$ cat src/rtl/serial_addsub_ctrl.sv
// Bit-serial add/subtract sequencer driving one external full-adder cell.
// Operands are fed LSB-first and the result is assembled MSB-down, one bit per clock.
module serial_addsub_ctrl #(
    parameter int WIDTH = 8
) (
    input  logic             clk_i,
    input  logic             rst_i,
    input  logic             start_i,
    input  logic             sub_i,
    input  logic [WIDTH-1:0] op_a_i,
    input  logic [WIDTH-1:0] op_b_i,
    output logic             busy_o,
    output logic             done_o,
    output logic [WIDTH-1:0] result_o,
    output logic             cout_o,
    output logic             ovf_o,
    output logic             fa_a_o,
    output logic             fa_b_o,
    output logic             fa_cin_o,
    input  logic             fa_s_i,
    input  logic             fa_c_i
);

    localparam int CNT_W = (WIDTH > 1) ? $clog2(WIDTH) : 1;
    localparam logic [CNT_W-1:0] LAST_BIT = CNT_W'(WIDTH - 1);

    typedef enum logic [1:0] {
        IDLE = 2'd0,
        RUN  = 2'd1,
        DONE = 2'd2
    } state_t;

    state_t           state_q, state_d;
    logic [WIDTH-1:0] aSh_q, aSh_d;
    logic [WIDTH-1:0] bSh_q, bSh_d;
    logic             subOp_q, subOp_d;
    logic             carry_q, carry_d;
    logic [CNT_W-1:0] cnt_q, cnt_d;
    logic [WIDTH-1:0] result_q, result_d;
    logic             cout_q, cout_d;
    logic             ovf_q, ovf_d;

    always_ff @(posedge clk_i) begin
        if (rst_i) begin
            state_q  <= IDLE;
            aSh_q    <= '0;
            bSh_q    <= '0;
            subOp_q  <= 1'b0;
            carry_q  <= 1'b0;
            cnt_q    <= '0;
            result_q <= '0;
            cout_q   <= 1'b0;
            ovf_q    <= 1'b0;
        end else begin
            state_q  <= state_d;
            aSh_q    <= aSh_d;
            bSh_q    <= bSh_d;
            subOp_q  <= subOp_d;
            carry_q  <= carry_d;
            cnt_q    <= cnt_d;
            result_q <= result_d;
            cout_q   <= cout_d;
            ovf_q    <= ovf_d;
        end
    end

    // Subtraction is a + ~b + 1: the cell sees b inverted and the carry starts at 1.
    always_comb begin
        state_d  = state_q;
        aSh_d    = aSh_q;
        bSh_d    = bSh_q;
        subOp_d  = subOp_q;
        carry_d  = carry_q;
        cnt_d    = cnt_q;
        result_d = result_q;
        cout_d   = cout_q;
        ovf_d    = ovf_q;
        busy_o   = 1'b0;
        done_o   = 1'b0;
        fa_a_o   = 1'b0;
        fa_b_o   = 1'b0;
        fa_cin_o = 1'b0;

        case (state_q)
            IDLE: begin
                if (start_i) begin
                    aSh_d    = op_a_i;
                    bSh_d    = op_b_i;
                    subOp_d  = sub_i;
                    carry_d  = sub_i;
                    cnt_d    = '0;
                    result_d = '0;
                    cout_d   = 1'b0;
                    ovf_d    = 1'b0;
                    state_d  = RUN;
                end
            end
            RUN: begin
                busy_o   = 1'b1;
                fa_a_o   = aSh_q[0];
                fa_b_o   = bSh_q[0] ^ subOp_q;
                fa_cin_o = carry_q;
                result_d = {fa_s_i, result_q[WIDTH-1:1]};
                carry_d  = fa_c_i;
                aSh_d    = aSh_q >> 1;
                bSh_d    = bSh_q >> 1;
                // Overflow: carry into the MSB differs from carry out of it.
                if (cnt_q == LAST_BIT) begin
                    cout_d  = fa_c_i;
                    ovf_d   = fa_c_i ^ carry_q;
                    state_d = DONE;
                end else begin
                    cnt_d = cnt_q + CNT_W'(1);
                end
            end
            DONE: begin
                busy_o  = 1'b1;
                done_o  = 1'b1;
                state_d = IDLE;
            end
            default: begin
                state_d = IDLE;
            end
        endcase
    end

    assign result_o = result_q;
    assign cout_o   = cout_q;
    assign ovf_o    = ovf_q;

endmodule

$ cat config.mk
export PLATFORM = sky130hd
export DESIGN_NAME = serial_addsub_ctrl
export DESIGN_NICKNAME = d
export VERILOG_FILES = /design/src/rtl/serial_addsub_ctrl.sv
export SDC_FILE = /design/constraint.sdc
export NUM_CORES = 1
export LEC_CHECK = 0
export CELL_PAD_IN_SITES_DETAIL_PLACEMENT = 0
export CELL_PAD_IN_SITES_GLOBAL_PLACEMENT = 1
export CORE_ASPECT_RATIO = 0.75
export CORE_MARGIN = 3
export CORE_UTILIZATION = 38
export DETAILED_ROUTE_END_ITERATION = 10
export MAX_ROUTING_LAYER = met4
export PLACE_DENSITY = 0.76
export SYNTH_ARGS = -nofsm -noshare
export SYNTH_HDL_FRONTEND = slang
export SYNTH_SLANG_ARGS = --single-unit
$ cat constraint.sdc
create_clock -name clk_i -period 1.85 [get_ports clk_i]
set_clock_uncertainty 0.15 [all_clocks]
set_input_delay 0.37 -clock clk_i [delete_from_list [all_inputs] [get_ports clk_i]]
set_output_delay 0.37 -clock clk_i [all_outputs]
set_load 0.05 [all_outputs]
==> metrics.txt, run 1 <==
layout cell share with drive strength beyond 1=0.250; maximum vdd drop=525 uV; htree depth=2; largest net degree at the start of global routing=39; Comb pwr share=0.296; Synth top area share=0.393; fill count=382; GPL Wtd Cong=0.753; synth top area cells=dfxtp_1, a211oi_2, mux2i_1; die area=5270 um^2; Primary FF master, synth=dfxtp_1; vias=1,377; Synth area leader=dfxtp_1; commonest non-fill, non-tap cell in the layout=dfxtp_1; row cnt=20; DRC viols=0; Die Ht=63.6 um; RSZ-0062 raised after global routing=false; clock-pin transition on the worst setup and hold timing paths=0.07 ns; Syn Area/Cell=9.55 um^2; input/output buffers=36; Reg-to-Reg End=aSh_q[3]$_SDFFE_PP0P_; Synth Area in Compound Gates=0.199; Die W=82.8 um; register bit total from synthesis=33; initial core utilization=0.405; Setup violations, final=0; Core ar.=4150 um^2; number of synthesized flops with an enable pin=0; ant diodes=0; outcome=finished, final reports clean; Slew headroom=0.830; post-synth cell types=29; Boundary Pins=37; WL/cell=13.7 um; GRT Total Usage=0.152; Hold Vio Cnt, Final=0; Post-synth ARST share=0; number of global-route vias before repair=1,407; minimum clock period=1.77 ns; synthesis-to-finish area growth=33.7%; flop-to-flop setup slack=0.16 ns; LEAKAGE=0.840 nW; drt via density=5.16; Reg2Reg Launch Point=state_q[0]$_SDFFE_PP0P_; Sink Count=33; Simple-Gate Fraction of Synth Area=0.167; WS Path Type=reg2out; net count after synthesis=206; Detailed Routing Iterations Pass 1=6; Hold Path End=subOp_q$_SDFFE_PP0P_; Net Sw Power=0.000600 W; Syn. warnings=0; switching share of power=0.316; crit path max fanout=5; Final WS setup=0.0782 ns; mux contribution to synthesized area=0.108; CTS Buf Count=5; critical path required time=1.33 ns; first-pass GRT wire length=6.39 mm; R2R depth=6; critical path arrival=1.25 ns; setup TNS=0 ns; Mapped Area=1680 um^2; Overflow after GRT=0; CTS tree=done; pwr/cell area=846 nW/um^2; nets@finish=241; initial antenna violation count=0; routed wire length=3.66 mm; Adder-Cell Fraction of Synth Area=0.0595; Clock power frac=0.275; Critical Path Sink Type=output port; largest family of logic cells by synthesized area=compound AO/OA/AOI/OAI gates; Clk Latency, worst-skew pair=0.28 ns; Hold Buf Count CTS=0; HPWL Detailed=2.60 mm; commonest cells after routing, fill and taps aside=dfxtp_1, clkdlybuf4s50_1, nor2_1, mux2i_1, a211oi_2; root buffer cell=clkbuf_8; Final period util=0.958; CTS max path bufs=2; Internal Power=0.00130 W; CP Launch Type=register; Slew @ Worst Pin=0.254 ns; worst slack at placement=0.0723 ns; post-route ant nets=0; starting DRC count in detailed routing=40; max cap viols=0; worst hold stages=2; postcts setup bufs=0; Hold Crit Class=reg2reg; fmax=0.564 GHz; Final Max Tran Viols=0; Seq/Total Area, Yosys=0.393; XOR/XNOR Fraction of Synth Area=0.0104; Seq pwr share=0.429; HP Start=subOp_q$_SDFFE_PP0P_; Synth Instances=176
[logic make-up after synthesis]
kind of cell,Yosys count
xor gates and xnor gates,2
DFF,33
adders and majority gates,8
AOI/OAI and AO/OA,41
and+or+nand+nor,57
muxes,18
buffers and inverters,17
[per-layer routing]
layer  GRT usage  vias to the layer above  share of wire
met1       0.189                      642           0.46
met3      0.0484                        9          0.055
met4      0.0551                        0          0.018
met2       0.233                       37           0.46
li1            -                      689              -
met5           -                        -              0
[stage by stage]
| stage | hold WS [ns] | instances | utilization | cell area, um^2 | total power [W] |
|---|---|---|---|---|---|
| after floorplan | 0.298 | 176 | - | 1680 | 0.00122 |
| after global placement | 0.299 | 259 | 0.513 | 2130 | 0.00137 |
| after detailed placement | 0.306 | 259 | 0.513 | 2130 | 0.00138 |
| after CTS | 0.323 | 267 | 0.540 | 2240 | 0.00193 |
| after global routing | 0.340 | 267 | 0.541 | 2250 | 0.00202 |
| final | 0.322 | 267 | 0.541 | 2250 | 0.00190 |
[final cells by class]
cell class,instances,area [um^2],area share
Multi-Input combinational cell,126,945,0.420
Sequential cell,33,666,0.296
Timing Repair Buffer,43,475,0.211
Clock buffer,5,68.8,0.0306
Tap cell,55,68.8,0.0306
Clock inverter,3,17.5,0.00779
Inverter,2,7.51,0.00334
[power by group through the flow]
stage	Combinational (W)	Sequential [W]	Clock (W)
6_report	0.000563	0.000815	0.000523
5_1_grt	0.000619	0.000822	0.000575
4_1_cts	0.000567	0.000815	0.000545
3_5_place_dp	0.000556	0.000826	0
3_3_place_gp	0.000543	0.000823	0
2_1_floorplan	0.000391	0.000825	0
[sequential cells by signal, summed over array words and instances, names as in the netlist]
| register | flops |
|---|---|
| aSh_q | 8 |
| bSh_q | 8 |
| result_o | 8 |
| cnt_q | 3 |
| state_q | 2 |
| carry_q | 1 |
| cout_o | 1 |
| ovf_o | 1 |
| subOp_q | 1 |
[cell usage after synthesis, drive strengths merged (3+ instances only)]
cell and number:
mux2i 17, dfxtp 33, nand3b 3, clkbuf 4, nor2 17, a21oi 14, buf 11, ha 8
nand2 10, o21ai 5, a211oi 15, nand3 10, nand2b 5, nor2b 5, and2 4
[critical path: stages, from the launching register on]
cell and delay, ns:
dfxtp_2 0.36, inv_2 0.08, ha_4 0.19, and2_2 0.19, buf_12 0.15
[how the worst max path moves through the flow]
stage	from	to	slack (ns)	cells after the start
2_1_floorplan	state_q[1]$_SDFFE_PP0P_	fa_b_o	0.11	5
3_3_place_gp	start_i	cout_o$_SDFFE_PP0P_	0.11	4
3_5_place_dp	start_i	aSh_q[3]$_SDFFE_PP0P_	0.07	5
4_1_cts	state_q[1]$_SDFFE_PP0P_	fa_b_o	0.004	4
5_1_grt	state_q[0]$_SDFFE_PP0P_	busy_o	0.02	3
6_report	state_q[1]$_SDFFE_PP0P_	fa_b_o	0.08	4
[timing repair]
item / in CTS / in global routing
setup endpoints to repair: 3 / 8
hold endpoints to repair: 0 / 0
resized for setup: 6 / 3
(Power assumes the default switching activity.)
==> inputs of run 2 (changes only) <==
--- a/config.mk
+++ b/config.mk
@@ -13,6 +13,7 @@
 export DETAILED_ROUTE_END_ITERATION = 10
 export MAX_ROUTING_LAYER = met4
 export PLACE_DENSITY = 0.76
+export RECOVER_POWER = 100
 export SYNTH_ARGS = -nofsm -noshare
 export SYNTH_HDL_FRONTEND = slang
 export SYNTH_SLANG_ARGS = --single-unit
==> run 2 against run 1 <==
  * Maximum frequency up 0.28%
  * Flip-flop and latch count unchanged
  * Non-clock buffer count unchanged
  * Sequential power about the same
  * Critical path depth unchanged
  * Cell count unchanged
  * Global-route usage unchanged
  * Cell area down 3.1%
  * Die area unchanged
  * Core utilization down 1.7 points
  * Power down 0.99%
==> metrics.txt, run 2 (synthesis results as in run 1) <==
drt via density=5.12; maximum vdd drop=525 uV; Slew headroom=0.593; fmax=0.566 GHz; Die Ht=63.6 um; critical path required time=1.33 ns; vias=1,366; postcts setup bufs=0; worst slack at placement=0.0723 ns; worst path cell trace=inv_2 -> ha_4 -> and2_1 -> buf_12; Final Max Tran Viols=0; first-pass GRT wire length=6.39 mm; routed wire length=3.63 mm; input/output buffers=36; CP max-delay cell=dfxtp_2; WS Path Type=reg2out; Max stage delay on crit path=0.34 ns; crit path max fanout=4; commonest cells after routing, fill and taps aside=dfxtp_1, clkdlybuf4s50_1, nor2_1, mux2i_1, a211oi_2; GPL Wtd Cong=0.753; CTS tree=done; layout cell share with drive strength beyond 1=0.203; Hold Buf Count CTS=0; initial core utilization=0.405; GRT Total Usage=0.152; Slew @ Worst Pin=0.613 ns; Final period util=0.955; Setup violations, final=0; starting DRC count in detailed routing=40; root buffer cell=clkbuf_8; RSZ-0062 raised after global routing=false; minimum clock period=1.77 ns; Die W=82.8 um; Non-Filler Instances=267; largest net degree at the start of global routing=39; pwr/cell area=864 nW/um^2; ant diodes=0; Final WS setup=0.0832 ns; clock-pin transition on the worst setup and hold timing paths=0.07 ns; CP Launch Type=register; Hold Vio Cnt, Final=0; Core ar.=4150 um^2; Overflow after GRT=0; nets@finish=241; Detailed Routing Iterations Pass 1=6; CP bufs+invs=2; outcome=finished, final reports clean; CTS Buf Count=5; dpl cells=259; synthesis-to-finish area growth=29.5%; row cnt=20; WL/cell=13.6 um; DRC viols=0; critical path arrival=1.25 ns; LEAKAGE=0.788 nW; Hold Crit Class=reg2reg; htree depth=2; post-route ant nets=0; setup TNS=0 ns; hold_ws=0.320 ns; Sink Count=33; Clk Latency, worst-skew pair=0.28 ns; Boundary Pins=37; HPWL Detailed=2.60 mm; number of global-route vias before repair=1,407; CP delay by family, top=flip-flops; Critical Path Sink Type=output port; die area=5270 um^2; max cap viols=0; commonest non-fill, non-tap cell in the layout=dfxtp_1; initial antenna violation count=0; CTS max path bufs=2
run 2: timing repair:
action	in CTS	in global routing
hold endpoints to repair	0	0
resized for setup	6	3
endpoints found under the setup margin	3	8
gates cloned	0	0
run 2: final cells by class:
| cell class | count | area [um^2] |
|---|---|---|
| multi-input combinational | 126 | 945 |
| fill | 391 | 1980 |
| sequential | 33 | 666 |
| clock buffer | 5 | 68.8 |
| inverter | 2 | 7.51 |
| tap | 55 | 68.8 |
| clock inverter | 3 | 17.5 |
| timing repair buffer | 43 | 405 |
run 2: power by group:
group / internal, W / switching (W) / total [W]
clock: 0.000259 / 0.000264 / 0.000523
sequential: 0.000775 / 0.0000402 / 0.000815
combinational: 0.000251 / 0.000293 / 0.000544
run 2: per-stage QoR:
stage / utilization / total power [W] / instance area (um^2)
2_1_floorplan: - / 0.00122 / 1680
3_3_place_gp: 0.513 / 0.00137 / 2130
3_5_place_dp: 0.513 / 0.00138 / 2130
4_1_cts: 0.540 / 0.00193 / 2240
5_1_grt: 0.524 / 0.00200 / 2180
6_report: 0.524 / 0.00188 / 2180
run 2: worst register-to-register path, delay by kind of cell, from the launching register on:
family	cells	cell delay, ns
simple gates	1	0.16
flops	1	0.37
compound gates	1	0.06
mux	1	0.35
fa+ha+maj	1	0.18
buf+inv	2	0.31
run 2: per-layer routing:
layer  GRT usage  vias up  wire length (um)  part of all wire
li1            -      688                 -                 -
met1       0.189      636              1710              0.47
met2       0.233       33              1670              0.46
met3      0.0484        9               186             0.051
met4      0.0551        0                64             0.018
met5           -        -                 0                 0
run 2: final timing paths:
kind | slack (ns) | endpoint | depth (start not counted) | start
worst max-delay path | 0.08 | fa_cin_o | 4 | state_q[1]$_SDFFE_PP0P_
worst min-delay path | 0.32 | result_o[0]$_SDFFE_PP0P_ | 2 | result_o[0]$_SDFFE_PP0P_
worst max register to register | 0.14 | aSh_q[3]$_SDFFE_PP0P_ | 6 | state_q[0]$_SDFFE_PP0P_
worst min register to register | 0.32 | result_o[0]$_SDFFE_PP0P_ | 2 | result_o[0]$_SDFFE_PP0P_
==> variant 1 (settings of run 1) <==
Add an input register stage for `start_i`, `sub_i`, `op_a_i`, `op_b_i`, `fa_s_i` and `fa_c_i`, with the module's reset; this delays them by one clock.
--- a/src/rtl/serial_addsub_ctrl.sv
+++ b/src/rtl/serial_addsub_ctrl.sv
@@ -31,2 +31,27 @@
     } state_t;
+
+    logic start_q;
+    logic sub_q;
+    logic [WIDTH-1:0] op_a_q;
+    logic [WIDTH-1:0] op_b_q;
+    logic fa_s_q;
+    logic fa_c_q;
+
+    always_ff @(posedge clk_i) begin
+        if (rst_i) begin
+            start_q <= '0;
+            sub_q   <= '0;
+            op_a_q  <= '0;
+            op_b_q  <= '0;
+            fa_s_q  <= '0;
+            fa_c_q  <= '0;
+        end else begin
+            start_q <= start_i;
+            sub_q   <= sub_i;
+            op_a_q  <= op_a_i;
+            op_b_q  <= op_b_i;
+            fa_s_q  <= fa_s_i;
+            fa_c_q  <= fa_c_i;
+        end
+    end
 
@@ -85,7 +110,7 @@
             IDLE: begin
-                if (start_i) begin
-                    aSh_d    = op_a_i;
-                    bSh_d    = op_b_i;
-                    subOp_d  = sub_i;
-                    carry_d  = sub_i;
+                if (start_q) begin
+                    aSh_d    = op_a_q;
+                    bSh_d    = op_b_q;
+                    subOp_d  = sub_q;
+                    carry_d  = sub_q;
                     cnt_d    = '0;
@@ -102,4 +127,4 @@
                 fa_cin_o = carry_q;
-                result_d = {fa_s_i, result_q[WIDTH-1:1]};
-                carry_d  = fa_c_i;
+                result_d = {fa_s_q, result_q[WIDTH-1:1]};
+                carry_d  = fa_c_q;
                 aSh_d    = aSh_q >> 1;
@@ -108,4 +133,4 @@
                 if (cnt_q == LAST_BIT) begin
-                    cout_d  = fa_c_i;
-                    ovf_d   = fa_c_i ^ carry_q;
+                    cout_d  = fa_c_q;
+                    ovf_d   = fa_c_q ^ carry_q;
                     state_d = DONE;
Check against the original RTL: not equivalent (a bounded check fails within 4 cycles, from zero or initial values and one cycle with rst_i high).
==> variant 1 against run 1 <==
  * Critical path depth is the same
  * Synthesized area grew 30%
  * Routed wire length grew 2.8%
  * Clock power grew 19%
  * Sequential power grew 53%
  * Total power grew 26%
  * Sequential share of layout area grew 8.9 points
  * Utilization shrank 3.3 points
  * Design area grew 23%
  * Register-to-register slack lost 0.06 ns
  * Sequential cell count grew 20
  * Worst setup slack lost 0.0079 ns
==> variant 1: results (changes against run 1) <==
[yosys]
syn_nets=244  ; +18%
ys_top_cells_by_area=dfxtp_1 (49%), a211oi_2 (8.6%), mux2i_1 (7.8%)
synth_common_cells=dfxtp_1 (53), nor2b_1 (23), nor2_1 (19)
syn-instance-count=214  ; +22%
ys_seq_area_share_pct=48.6  ; +9.3 points
synth_cell_types=25  ; -14%
ys_warn_count=0  ; unchanged
ys_async_sr_fraction_pct=0  ; unchanged

[detailed_routing]
firstDrtPassIters=4  ; -2
dr.first_iter.drc_count=42  ; +5.0%
vias=1509  ; +9.6%
wl_per_cell_um=11.6  ; -15%
routed_wl_um=3760  ; +2.8%

[global_route]
gr-usage-all-layers_pct=11.9  ; -3.3 points
grt_pass1_wl_um=6200  ; -3.0%
grt_max_degree=49  ; +26%
grt_pass1_vias=1394  ; -0.92%

[placement]
placedCellCount=317  ; +22%
post-dp-hpwl_um=2690  ; +3.5%
place_ws_ns=0.0128  ; -0.0595 ns
placed_area_um2=2640  ; +24%
gp_congestion=0.689  ; -8.4%

[clock_network]
h-tree-depth=2  ; unchanged
clk_latency_ns=0.30  ; +0.02 ns
cts_buffer_depth=2  ; unchanged
clkTransAtPathRegs_ns=0.09  ; +0.02 ns
cts_inserted_buffers=5  ; unchanged

[worst_hold_path]
hold_start=rst_i
hp-class=primary input to flop
whs_endpoint=state_q[0]
hold_depth=2  ; unchanged

[critical_path]
r2r_setup_slack_ns=0.10  ; -0.06 ns
slowest_stage=dfxtp_2
reg2reg_depth=5  ; -1
path_delay_family=flip-flops
crit_start=state_q[1]
max_stage_delay_ns=0.34  ; -0.02 ns
startpoint_type=flop
r2r_end=bSh_q[3]
crit_fanout=4  ; -1
crit_path_end=fa_a_o

[cells_and_area]
drive_above_1_share_pct=22.9  ; -2.1 points
final_nets=279  ; +16%
fill_cells=494  ; +29%

[pwr]
peakVddDrop_mv=0.336  ; -36%
leakage_nw=1.02  ; +22%

[status]
outcome=finished clean

[sta]
maxSlewHeadroom_pct=77.9  ; -5.2 points
fin_crit_ns=1.78  ; +0.00791 ns
whs_ns=0.175  ; -0.146 ns

variant 1: changes by cell type after synthesis, moves of 3 or more:
cell,change
buf_2,-4
buf_6,+3
clkbuf_1,+5
dfxtp_1,+20
nor2b_1,+18
o21ai_0,+3
o21ai_1,-3
variant 1: routing by layer:
| metal | GRT usage, % | part of all wire (%) | vias up |
|---|---|---|---|
| met3 | 4.09 | 4.6 | 2 |
| met2 | 17.4 | 45 | 29 |
| met5 | - | 0 | - |
| li1 | - | - | 794 |
| met1 | 15.7 | 50 | 684 |
| met4 | 3.37 | 0.27 | 0 |
variant 1: cell type report:
| cell class | instances | area [um^2] | area share [%] |
|---|---|---|---|
| Timing Repair Buffer | 44 | 453 | 16.4 |
| Tap cell | 75 | 93.8 | 3.40 |
| Clock inverter | 2 | 16.3 | 0.589 |
| Sequential cell | 53 | 1060 | 38.5 |
| Clock buffer | 5 | 68.8 | 2.49 |
| Inverter | 2 | 7.51 | 0.272 |
| Multi-Input combinational cell | 143 | 1060 | 38.4 |
variant 1: where the power goes:
part           switching (mW)  internal (mW)
Clock                   0.359          0.261
Sequential             0.0396           1.21
Combinational           0.273          0.256
Total                   0.672           1.73
variant 1: repair_timing:
| action | 4_1_cts | 5_1_grt |
|---|---|---|
| gates cloned | 0 | 0 |
| resized for setup | 1 | 11 |
| endpoints found under the setup margin | 7 | 31 |
variant 1: kinds of logic after synthesis:
kind of cell	after synthesis	synth area share, %
simple gates	76	18.2
flops	53	48.6
compound gates	39	14.7
buf+inv	18	4.70
mux	18	8.48
fa+ha+maj	8	4.58
xor+xnor	2	0.802
==> variant 2 (config.mk and constraints of run 1) <==
Without the edit above. Change the parameter `WIDTH` from 8 to 4.
--- a/src/rtl/serial_addsub_ctrl.sv
+++ b/src/rtl/serial_addsub_ctrl.sv
@@ -3,3 +3,3 @@
 module serial_addsub_ctrl #(
-    parameter int WIDTH = 8
+    parameter int WIDTH = 4
 ) (
Interface: changed (resized op_a_i, op_b_i and result_o); port bits go from 37 to 25. No check against the original RTL was run, so the function may have changed too.
==> variant 2 against run 1 <==
  * The flow now finishes with violations (setup timing)
  * Register-to-register slack worse by 0.11 ns
  * Design area is 33% lower
  * Sequential cell count is 13 lower
  * Via count is 34% lower
  * Routed wire length is 37% lower
  * Sequential power is 39% lower
  * Synthesized area is 35% lower
  * Worst setup slack worse by 0.093 ns
  * Total power is 34% lower
  * Critical path type unchanged
  * Largest power group unchanged
==> variant 2: results (changes against run 1) <==
[sta]
worst_slack_ns=-0.0151  ; -0.0933 ns
setup_viol=3  ; +3
fin_tns_setup_ns=-0.0304  ; -0.0304 ns
whs_ns=0.307  ; -0.0151 ns

[detailed_routing]
topRoutingLayerUsed=met3
wl_per_cell_um=12.7  ; -7.6%
vias=911  ; -34%
dr_wl_met3_um=99  ; -51%
dr.first_iter.drc_count=41  ; +2.5%

[global_route]
grt_pass1_vias=880  ; -37%
grt_pass1_wl_um=3910  ; -39%
met1_usage_pct=19.9  ; +1.0 points
gr-usage-all-layers_pct=15.3  ; +0.038 points

[yosys]
synth_compound_area_share_pct=18.9  ; -1.1 points
synth_adder_area_share_pct=8.06  ; +2.1 points
ys_top_cells_by_area=dfxtp_1 (37%), mux2i_1 (8.3%), a211oi_2 (8.1%)
syn-instance-count=114  ; -35%
ys_seq_area_share_pct=36.8  ; -2.5 points

[pwr]
clkPwrFrac_pct=22.2  ; -5.3 points
powerSeq_uw=500  ; -39%
power.switching_uw=410  ; -32%
leakage_nw=0.591  ; -30%
peakVddDrop_mv=0.497  ; -5.3%
p_total_mw=1.25  ; -34%

[placement]
placed_area_um2=1420  ; -33%
place_ws_ns=-0.0420  ; -0.114 ns

[clock_network]
cts_resized=2  ; -4
cts_inserted_buffers=3  ; -2

[status]
violations=setup timing
outcome=complete, but fails checks

[critical_path]
r2r_end=bSh_q[1]
cp_data_arrival_time_ns=1.35  ; +0.10 ns
r2r_setup_slack_ns=0.05  ; -0.11 ns
crit_path_end=fa_cin_o

[cells_and_area]
drive_above_1_share_pct=31.0  ; +6.0 points

[worst_hold_path]
hold_start=result_o[0]
whs_endpoint=result_o[0]

-- variant 2: cell types whose count changed in the layout (fill, tap and decap cells not counted), moves of 3 or more --
| cell | delta |
|---|---|
| nand3_2 | +3 |
| o21ai_1 | -3 |
| nand3_1 | -5 |
| nand2_1 | -3 |
| nand3b_1 | -3 |
| clkdlybuf4s50_1 | -8 |
| a211oi_2 | -8 |
| nor2_1 | -3 |
| a21oi_2 | +3 |
| a21oi_1 | -7 |
| nor2b_1 | -4 |
| mux2i_1 | -8 |
| dfxtp_1 | -11 |
-- variant 2: area by class of cell --
class | instances | area (um^2) | share of cell area [%]
Tap cell | 36 | 45.0 | 3.00
Inverter | 2 | 7.51 | 0.500
Clock buffer | 3 | 41.3 | 2.75
Sequential cell | 20 | 400 | 26.6
Timing Repair Buffer | 35 | 370 | 24.6
Multi-Input combinational cell | 85 | 638 | 42.5
-- variant 2: critical path, stage by stage, from the launching register on --
cell and delay (ns):
dfxtp_1 0.33, inv_1 0.12, ha_2 0.29, and2_1 0.21, buf_12 0.15
